--- config.mk ---
export PLATFORM = sky130hd
export DESIGN_NAME = mem_access_flat
export DESIGN_NICKNAME = d
export VERILOG_FILES = /design/src/rtl/mem_access_pkg.sv /design/src/rtl/mem_access_if.sv /design/src/rtl/mem_access_align.sv /design/src/rtl/mem_access.sv /design/src/flat_wrapper.sv
export SDC_FILE = /design/constraint.sdc
export NUM_CORES = 1
export LEC_CHECK = 0
export ABC_AREA = 1
export ABC_CLOCK_PERIOD_IN_PS = 3600
export BUFFER_PORTS_ARGS = -buffer_cell sky130_fd_sc_hd__buf_2
export CORE_MARGIN = 2
export CORE_UTILIZATION = 25
export DETAILED_ROUTE_END_ITERATION = 10
export HOLD_SLACK_MARGIN = 0.05
export PLACE_DENSITY = 0.44
export SKIP_CTS_REPAIR_TIMING = 1
export SYNTH_ARGS = -nofsm -noshare
export SYNTH_HDL_FRONTEND = slang
export SYNTH_SLANG_ARGS = --single-unit
export TNS_END_PERCENT = 100
--- constraint.sdc ---
create_clock -name clk -period 3.6 [get_ports clk]
set_input_delay 1.08 -clock clk [delete_from_list [all_inputs] [get_ports clk]]
set_output_delay 1.08 -clock clk [all_outputs]
set_load 0.01 [all_outputs]
--- src/rtl/mem_access_pkg.sv ---
// rtl/mem_access_pkg.sv - memory-stage op encodings, FSM states and decode helper
package mem_access_pkg;

  localparam logic [2:0] LB  = 3'b000;
  localparam logic [2:0] LH  = 3'b001;
  localparam logic [2:0] LW  = 3'b010;
  localparam logic [2:0] LBU = 3'b100;
  localparam logic [2:0] LHU = 3'b101;
  localparam logic [2:0] SB  = 3'b000;
  localparam logic [2:0] SH  = 3'b001;
  localparam logic [2:0] SW  = 3'b010;

  localparam logic [1:0] MINST_NONE = 2'b11;

  typedef enum logic [1:0] {
    IDLE = 2'd0,
    REQ  = 2'd1,
    RESP = 2'd2
  } mem_state_t;

  // Unlisted funct3 values fall back to "no memory op" so they pass through.
  function automatic logic is_mem_op(input logic [3:0] minst);
    if (minst[3:2] == MINST_NONE) return 1'b0;
    if (minst[3]) return (minst[2:0] == SB) || (minst[2:0] == SH) || (minst[2:0] == SW);
    return (minst[2:0] == LB) || (minst[2:0] == LH) || (minst[2:0] == LW) ||
           (minst[2:0] == LBU) || (minst[2:0] == LHU);
  endfunction

endpackage

--- src/rtl/mem_access_if.sv ---
// rtl/mem_access_if.sv - single-outstanding request/grant/response data bus
interface mem_access_if;

  logic        dreq;
  logic        dwe;
  logic [31:0] daddr;
  logic [3:0]  dbe;
  logic [31:0] dwdata;
  logic        dgnt;
  logic        drvalid;
  logic [31:0] drdata;

  modport master (
    output dreq, dwe, daddr, dbe, dwdata,
    input  dgnt, drvalid, drdata
  );

  modport slave (
    input  dreq, dwe, daddr, dbe, dwdata,
    output dgnt, drvalid, drdata
  );

endinterface

--- src/rtl/mem_access_align.sv ---
// rtl/mem_access_align.sv - byte-lane steering for stores and extract/extend for loads
module mem_access_align
  import mem_access_pkg::*;
(
  input  logic [2:0]  st_funct3_i,
  input  logic [1:0]  st_off_i,
  input  logic [31:0] st_wdata_i,
  output logic [3:0]  st_be_o,
  output logic [31:0] st_wdata_o,
  output logic        st_misalign_o,
  input  logic [2:0]  ld_funct3_i,
  input  logic [1:0]  ld_off_i,
  input  logic [31:0] ld_rdata_i,
  output logic [31:0] ld_data_o
);

  logic [31:0] ld_shifted;

  // Store side is also used for load masks, so funct3[2] (unsigned) is ignored here.
  always_comb begin
    st_be_o       = 4'hF;
    st_misalign_o = 1'b0;
    st_wdata_o    = st_wdata_i << {st_off_i, 3'b000};
    case (st_funct3_i[1:0])
      2'b00: st_be_o = 4'b0001 << st_off_i;
      2'b01: begin
        st_be_o       = 4'b0011 << st_off_i;
        st_misalign_o = st_off_i[0];
      end
      default: st_misalign_o = (st_off_i != 2'b00);
    endcase
  end

  always_comb begin
    ld_shifted = ld_rdata_i >> {ld_off_i, 3'b000};
    case (ld_funct3_i)
      LB:      ld_data_o = {{24{ld_shifted[7]}}, ld_shifted[7:0]};
      LH:      ld_data_o = {{16{ld_shifted[15]}}, ld_shifted[15:0]};
      LBU:     ld_data_o = {24'h0, ld_shifted[7:0]};
      LHU:     ld_data_o = {16'h0, ld_shifted[15:0]};
      default: ld_data_o = ld_shifted;
    endcase
  end

endmodule

--- src/rtl/mem_access.sv ---
// rtl/mem_access.sv - RV32I memory stage: bus master FSM, writeback and misalign pulse
module mem_access
  import mem_access_pkg::*;
#(
  parameter int XLEN = 32
) (
  input  logic             clk,
  input  logic             reset,
  input  logic [3:0]       minst_i,
  input  logic [XLEN-1:0]  addr_i,
  input  logic [XLEN-1:0]  wdata_i,
  input  logic [4:0]       rd_i,
  input  logic             rdm_v_i,
  output logic             stall_o,
  mem_access_if.master     dbus,
  output logic             wb_v_o,
  output logic [4:0]       wb_rd_o,
  output logic [XLEN-1:0]  wb_data_o,
  output logic             misalign_o
);

  mem_state_t      state_q, state_d;
  logic [XLEN-1:0] addr_q, dwdata_q, wb_data_q;
  logic [3:0]      dbe_q;
  logic [2:0]      funct3_q;
  logic [4:0]      rd_q, wb_rd_q;
  logic            dwe_q, wb_v_q, misalign_q;

  logic            mem_op;
  logic [3:0]      st_be;
  logic [XLEN-1:0] st_wdata, ld_data;
  logic            st_misalign;

  assign mem_op = is_mem_op(minst_i);

  mem_access_align u_align (
    .st_funct3_i   (minst_i[2:0]),
    .st_off_i      (addr_i[1:0]),
    .st_wdata_i    (wdata_i),
    .st_be_o       (st_be),
    .st_wdata_o    (st_wdata),
    .st_misalign_o (st_misalign),
    .ld_funct3_i   (funct3_q),
    .ld_off_i      (addr_q[1:0]),
    .ld_rdata_i    (dbus.drdata),
    .ld_data_o     (ld_data)
  );

  always_ff @(posedge clk) begin
    if (reset) begin
      state_q    <= IDLE;
      addr_q     <= '0;
      dwdata_q   <= '0;
      dbe_q      <= '0;
      dwe_q      <= 1'b0;
      funct3_q   <= '0;
      rd_q       <= '0;
      wb_v_q     <= 1'b0;
      wb_rd_q    <= '0;
      wb_data_q  <= '0;
      misalign_q <= 1'b0;
    end else begin
      state_q    <= state_d;
      wb_v_q     <= 1'b0;
      misalign_q <= 1'b0;
      case (state_q)
        IDLE: begin
          if (mem_op) begin
            if (st_misalign) begin
              misalign_q <= 1'b1;
            end else begin
              addr_q   <= addr_i;
              dwdata_q <= st_wdata;
              dbe_q    <= st_be;
              dwe_q    <= minst_i[3];
              funct3_q <= minst_i[2:0];
              rd_q     <= rd_i;
            end
          end else if (rdm_v_i && (rd_i != 5'd0)) begin
            wb_v_q    <= 1'b1;
            wb_rd_q   <= rd_i;
            wb_data_q <= addr_i;
          end
        end
        RESP: begin
          if (dbus.drvalid && (rd_q != 5'd0)) begin
            wb_v_q    <= 1'b1;
            wb_rd_q   <= rd_q;
            wb_data_q <= ld_data;
          end
        end
        default: ;
      endcase
    end
  end

  always_comb begin
    state_d = state_q;
    case (state_q)
      IDLE:    if (mem_op && !st_misalign) state_d = REQ;
      REQ:     if (dbus.dgnt) state_d = dwe_q ? IDLE : RESP;
      RESP:    if (dbus.drvalid) state_d = IDLE;
      default: state_d = IDLE;
    endcase
  end

  always_comb begin
    stall_o     = (state_q != IDLE);
    dbus.dreq   = (state_q == REQ);
    dbus.dwe    = dwe_q;
    dbus.daddr  = {addr_q[XLEN-1:2], 2'b00};
    dbus.dbe    = dbe_q;
    dbus.dwdata = dwdata_q;
    wb_v_o      = wb_v_q;
    wb_rd_o     = wb_rd_q;
    wb_data_o   = wb_data_q;
    misalign_o  = misalign_q;
  end

endmodule

--- src/flat_wrapper.sv ---
// flat-port wrapper written by rule: the top's interface ports become plain ports
module mem_access_flat import mem_access_pkg::*;
#(
  parameter int XLEN = 32
)
  (clk, reset, minst_i, addr_i, wdata_i, rd_i, rdm_v_i, stall_o, wb_v_o, wb_rd_o, wb_data_o, misalign_o, dbus_dreq, dbus_dwe, dbus_daddr, dbus_dbe, dbus_dwdata, dbus_dgnt, dbus_drvalid, dbus_drdata);
  mem_access_if dbus_i ();
  input  logic clk;
  input  logic reset;
  input  logic [3:0] minst_i;
  input  logic [XLEN-1:0] addr_i;
  input  logic [XLEN-1:0] wdata_i;
  input  logic [4:0] rd_i;
  input  logic rdm_v_i;
  output logic stall_o;
  output logic wb_v_o;
  output logic [4:0] wb_rd_o;
  output logic [XLEN-1:0] wb_data_o;
  output logic misalign_o;
  output wire logic [$bits(dbus_i.dreq)-1:0] dbus_dreq;
  output wire logic [$bits(dbus_i.dwe)-1:0] dbus_dwe;
  output wire logic [$bits(dbus_i.daddr)-1:0] dbus_daddr;
  output wire logic [$bits(dbus_i.dbe)-1:0] dbus_dbe;
  output wire logic [$bits(dbus_i.dwdata)-1:0] dbus_dwdata;
  input wire logic [$bits(dbus_i.dgnt)-1:0] dbus_dgnt;
  input wire logic [$bits(dbus_i.drvalid)-1:0] dbus_drvalid;
  input wire logic [$bits(dbus_i.drdata)-1:0] dbus_drdata;
  assign dbus_dreq = dbus_i.dreq;
  assign dbus_dwe = dbus_i.dwe;
  assign dbus_daddr = dbus_i.daddr;
  assign dbus_dbe = dbus_i.dbe;
  assign dbus_dwdata = dbus_i.dwdata;
  assign dbus_i.dgnt = dbus_dgnt;
  assign dbus_i.drvalid = dbus_drvalid;
  assign dbus_i.drdata = dbus_drdata;
  mem_access #(.XLEN(XLEN)) u_core (.clk(clk), .reset(reset), .minst_i(minst_i), .addr_i(addr_i), .wdata_i(wdata_i), .rd_i(rd_i), .rdm_v_i(rdm_v_i), .stall_o(stall_o), .dbus(dbus_i), .wb_v_o(wb_v_o), .wb_rd_o(wb_rd_o), .wb_data_o(wb_data_o), .misalign_o(misalign_o));
endmodule
==> results by stage <==
Die:
- The number of primary I/O pins is 220.
- The vertical die dimension is between 150 and 200 µm.
- Row generation in the floorplan step produced 57 rows.
- The die covers roughly 26,000 µm².
- The width of the die is roughly 160 µm.
- The area of the core region is about 24,000 µm².
- For this configuration, the core starts out at a cell density of between 20% and 30%.

Critical path:
- The worst setup path is captured at a primary output.
- The data arrival time of the critical path is ~1200 ps.
- The path type of the worst setup path is reg -> out.
- The required time at the worst-slack endpoint is between 2000 and 3000 ps.
- The worst path buffer plus inverter count is 2.
- The maximum fanout along the worst path is 5.
- The cell family contributing the most delay on the critical path is flip-flops.
- Among all stages on the critical path, the largest delay is contributed by sky130_fd_sc_hd__dfxtp_1.
- The worst register-to-register path has a setup slack of around 1600 ps.
- The maximum cell stage delay along the critical path is about 340 ps.
- The signal on the critical path passes through nor2_2 -> inv_1 -> buf_2.
- The worst setup path is launched from a flip-flop.

Global route:
- The via count of the first global-routing pass is around 6k.
- Entering global routing, the biggest net connects roughly 100 pins.
- The initial antenna violation count is 2.
- The global-route wire length before repair is roughly 36,000 µm.
- Global routing consumed, over all layers together, a little under a fifth of the routing resources.
- For this run the aggregate overflow at the end of global routing stands at 0.

STA:
- The count of endpoints failing hold in the final timing report is 0.
- The upper clock frequency limit is between 400 and 500 MHz.
- The max-slew violation total from the final report is 0.
- The final critical path takes up ~64% of the cycle.
- For the final database, setup skew stands at between 10 and 15 ps.
- Setup repair after global routing left no endpoint under its margin.
- The minimum clock period is approximately 2300 ps.
- Setup violations remaining at the end of the flow were counted as 0.
- The final worst setup slack is roughly 1300 ps.
- The final worst hold slack is 463 ps.
- Measured against its own limit, the worst slew margin works out to about two fifths.
- At the pin with the least slew margin, the transition time is 899 ps.
- Summed over all failing endpoints, the final setup total negative slack is 0 ps.

Clock tree:
- In this run the deepest clock path goes through 2 buffers.
- The master cell of the clock root buffer is sky130_fd_sc_hd__clkbuf_16.
- The number of clock buffers added by TritonCTS is 17.
- At the later pin of the worst-skew pair, clock insertion delay measures roughly 420 ps.
- Clock tree synthesis found a total of 118 sinks.
- The H-tree level count is 4.
- After clock tree synthesis, the clock-pin slew on the worst setup and hold paths is roughly 60 ps.
- The CTS tree is yes.

Finish:
- The area growth from synthesis to layout is 26.0%.
- After the last flow step, the layout net total stands at ~1.2k.
- Counting the fill cells in the layout gives around 2.7k.
- The combined flip-flop and latch cell area is 2360 µm².
- The area of the multi-input gates is approximately 3000 µm².
- The fraction of final layout cells with drive strength greater than 1 is 25.8%.
- The non-filler instance count after layout is between 1k and 1.5k.
- The final non-filler cell area is between 7000 and 8000 µm².
- 0 antenna diodes ended up in the layout.
- Once layout is complete, the utilization of the core stands at roughly a third.

Placed design:
- After legalization and detailed placement, the total HPWL measured 16,700 µm.
- The cell total after placement is ~1.4k.
- At the end of routability-driven placement, the weighted congestion stood at ~0.82.
- Summing all placed instances gives a cell area of between 7000 and 8000 µm².
- Buffers placed on the I/O ports in this run total approximately 220.
- The post-place setup slack is around 900 ps.

Drt:
- The first TritonRoute pass finished after 5 iterations.
- The number of vias per cell is between 4 and 5.
- In the routed design, unresolved DRC markers number 0.
- The final antenna-violating net count is 0.
- For this block, the initial DRC count from the detailed router was roughly 450.
- The detailed-route wire length per cell is about 17 µm.
- For this block, the routed nets add up to 23,500 µm of wire.
- The via count is 6,411.

Synthesis:
- During synthesis, Yosys emitted a total of 0 warnings.
- Summing the sequential cell areas from Yosys gives between 30 and 40% of the chip area.
- Counting flops with an async set or reset pin after synthesis yields a share of 0%.
- After synthesis the cells add up to between 6000 and 7000 µm².
- In this run, synthesis produced a sequential element count of around 120.
- The synthesized netlist contains 31 unique library cells.
- A synthesized cell averages between 6 and 7 µm².
- The post-synthesis cell count is about 930.
- In this run, synthesis inferred 0 flip-flops with an integrated enable.
- Among all flip-flop cells after synthesis, the most frequent one is sky130_fd_sc_hd__dfxtp_1.

Power:
- After layout, the design draws a total of around 4.0 mW.
- The power density normalized to cell area is just over 500 nW/µm².
- Across the VDD grid, the largest voltage drop is between 0.0002 and 0.0003 V.
- The leakage power figure is between 3 and 4 nW.

Hold path:
- The class of the worst hold path is reg -> reg.

Status:
- The run finished with clean final reports.

Flow run:
- Across the run, the number of max-cap violations was 0.
## routing by layer
layer / global-route usage [%] / wire length [µm]
met2: 29.7 / 10800
met3: 5.17 / 1710
met1: 23.6 / 10500
met4: 5.90 / 409
met5: 0 / 27
## report_power, final
part / switching (mW) / internal [mW] / leakage (nW)
clock: 0.685 / 0.973 / 0.259
combinational: 0.532 / 0.289 / 2.56
sequential: 0.0691 / 1.44 / 0.972
total: 1.29 / 2.70 / 3.79
## area by class of cell
class	instances	area share (%)
multi-input combinational	654	38.1
sequential	118	30.6
timing repair buffer	229	15.5
clock buffer	19	5.73
tap	324	5.25
inverter	64	3.17
clock inverter	13	1.60
## placed cells by master, fill, tap and decap left out, types with 2 or more instances in the layout
cell | netlist | routed
sky130_fd_sc_hd__buf_2 | 22 | 217
sky130_fd_sc_hd__nand2_1 | 215 | 215
sky130_fd_sc_hd__nor2_1 | 128 | 128
sky130_fd_sc_hd__o21ai_0 | 123 | 123
sky130_fd_sc_hd__dfxtp_1 | 118 | 118
sky130_fd_sc_hd__a21oi_1 | 74 | 74
sky130_fd_sc_hd__inv_1 | 56 | 55
sky130_fd_sc_hd__nand3_1 | 51 | 51
sky130_fd_sc_hd__clkbuf_16 | 0 | 17
sky130_fd_sc_hd__o21ai_1 | 14 | 14
sky130_fd_sc_hd__o21bai_1 | 11 | 11
sky130_fd_sc_hd__buf_4 | 40 | 10
sky130_fd_sc_hd__inv_2 | 7 | 8
sky130_fd_sc_hd__clkinvlp_4 | 0 | 6
sky130_fd_sc_hd__or2_2 | 5 | 5
sky130_fd_sc_hd__a31oi_1 | 5 | 5
sky130_fd_sc_hd__nand2_2 | 4 | 4
sky130_fd_sc_hd__nand4_1 | 4 | 4
sky130_fd_sc_hd__o211ai_1 | 4 | 4
sky130_fd_sc_hd__inv_6 | 1 | 4
sky130_fd_sc_hd__and2_0 | 3 | 3
sky130_fd_sc_hd__nor2_2 | 2 | 2
sky130_fd_sc_hd__nor3_1 | 2 | 2
sky130_fd_sc_hd__mux2i_1 | 2 | 2
sky130_fd_sc_hd__o2111ai_1 | 2 | 2
sky130_fd_sc_hd__conb_1 | 1 | 2
sky130_fd_sc_hd__clkinv_4 | 0 | 2
sky130_fd_sc_hd__buf_12 | 0 | 2
## path summary, 6_finish.rpt
kind,from,end,cells after the start
max reg2reg,u_core.state_q[1]$_SDFFE_PP0P_,u_core.wb_data_o[26]$_SDFFE_PP0P_,5
max,u_core.state_q[1]$_SDFFE_PP0P_,stall_o,3
min,u_core.wb_data_o[0]$_SDFFE_PP0P_,u_core.wb_data_o[0]$_SDFFE_PP0P_,2
min reg2reg,u_core.wb_data_o[0]$_SDFFE_PP0P_,u_core.wb_data_o[0]$_SDFFE_PP0P_,2
## synthesized netlist by cell type, types with 2 or more instances
| cell | n | area share [%] |
|---|---|---|
| sky130_fd_sc_hd__nand2_1 | 215 | 13 |
| sky130_fd_sc_hd__nor2_1 | 128 | 7.8 |
| sky130_fd_sc_hd__o21ai_0 | 123 | 10 |
| sky130_fd_sc_hd__dfxtp_1 | 118 | 39 |
| sky130_fd_sc_hd__a21oi_1 | 74 | 6.0 |
| sky130_fd_sc_hd__inv_1 | 56 | 3.4 |
| sky130_fd_sc_hd__nand3_1 | 51 | 4.2 |
| sky130_fd_sc_hd__buf_4 | 40 | 4.9 |
| sky130_fd_sc_hd__clkbuf_1 | 27 | 1.7 |
| sky130_fd_sc_hd__buf_2 | 22 | 1.8 |
| sky130_fd_sc_hd__o21ai_1 | 14 | 1.1 |
| sky130_fd_sc_hd__o21bai_1 | 11 | 1.3 |
| sky130_fd_sc_hd__inv_2 | 7 | 0.43 |
| sky130_fd_sc_hd__a31oi_1 | 5 | 0.51 |
| sky130_fd_sc_hd__buf_6 | 5 | 0.92 |
| sky130_fd_sc_hd__or2_2 | 5 | 0.51 |
| sky130_fd_sc_hd__nand2_2 | 4 | 0.41 |
| sky130_fd_sc_hd__nand4_1 | 4 | 0.41 |
| sky130_fd_sc_hd__o211ai_1 | 4 | 0.49 |
| sky130_fd_sc_hd__and2_0 | 3 | 0.31 |
| sky130_fd_sc_hd__buf_1 | 3 | 0.18 |
| sky130_fd_sc_hd__mux2i_1 | 2 | 0.33 |
| sky130_fd_sc_hd__nor2_2 | 2 | 0.20 |
| sky130_fd_sc_hd__nor3_1 | 2 | 0.16 |
| sky130_fd_sc_hd__o2111ai_1 | 2 | 0.29 |
## worst reg2reg max path, cell delays in order (launching register included)
cell and delay [ps]:
sky130_fd_sc_hd__dfxtp_1 390, sky130_fd_sc_hd__nand2_1 100, sky130_fd_sc_hd__inv_2 630, sky130_fd_sc_hd__o21ai_0 410
sky130_fd_sc_hd__o21bai_1 220, sky130_fd_sc_hd__a21oi_1 80
## state kept, by name, summed over array words and instances (netlist names)
name                count
u_core.addr_q          32
u_core.dbus.dbe         4
u_core.dbus.dwdata     32
u_core.dbus.dwe         1
u_core.funct3_q         3
u_core.misalign_o       1
u_core.rd_q             5
u_core.state_q          2
u_core.wb_data_o       32
u_core.wb_rd_o          5
u_core.wb_v_o           1
## cells by family (layout without fill, tap and decap cells)
group,after synthesis,after routing,share of synthesized area [%]
other,1,2,0.0612
DFF,118,118,38.5
muxes,2,2,0.326
buffers and inverters,162,325,13.5
AOI/OAI and AO/OA,234,234,20.1
and+or+nand+nor,416,416,27.5
(Power assumes the default switching activity.)
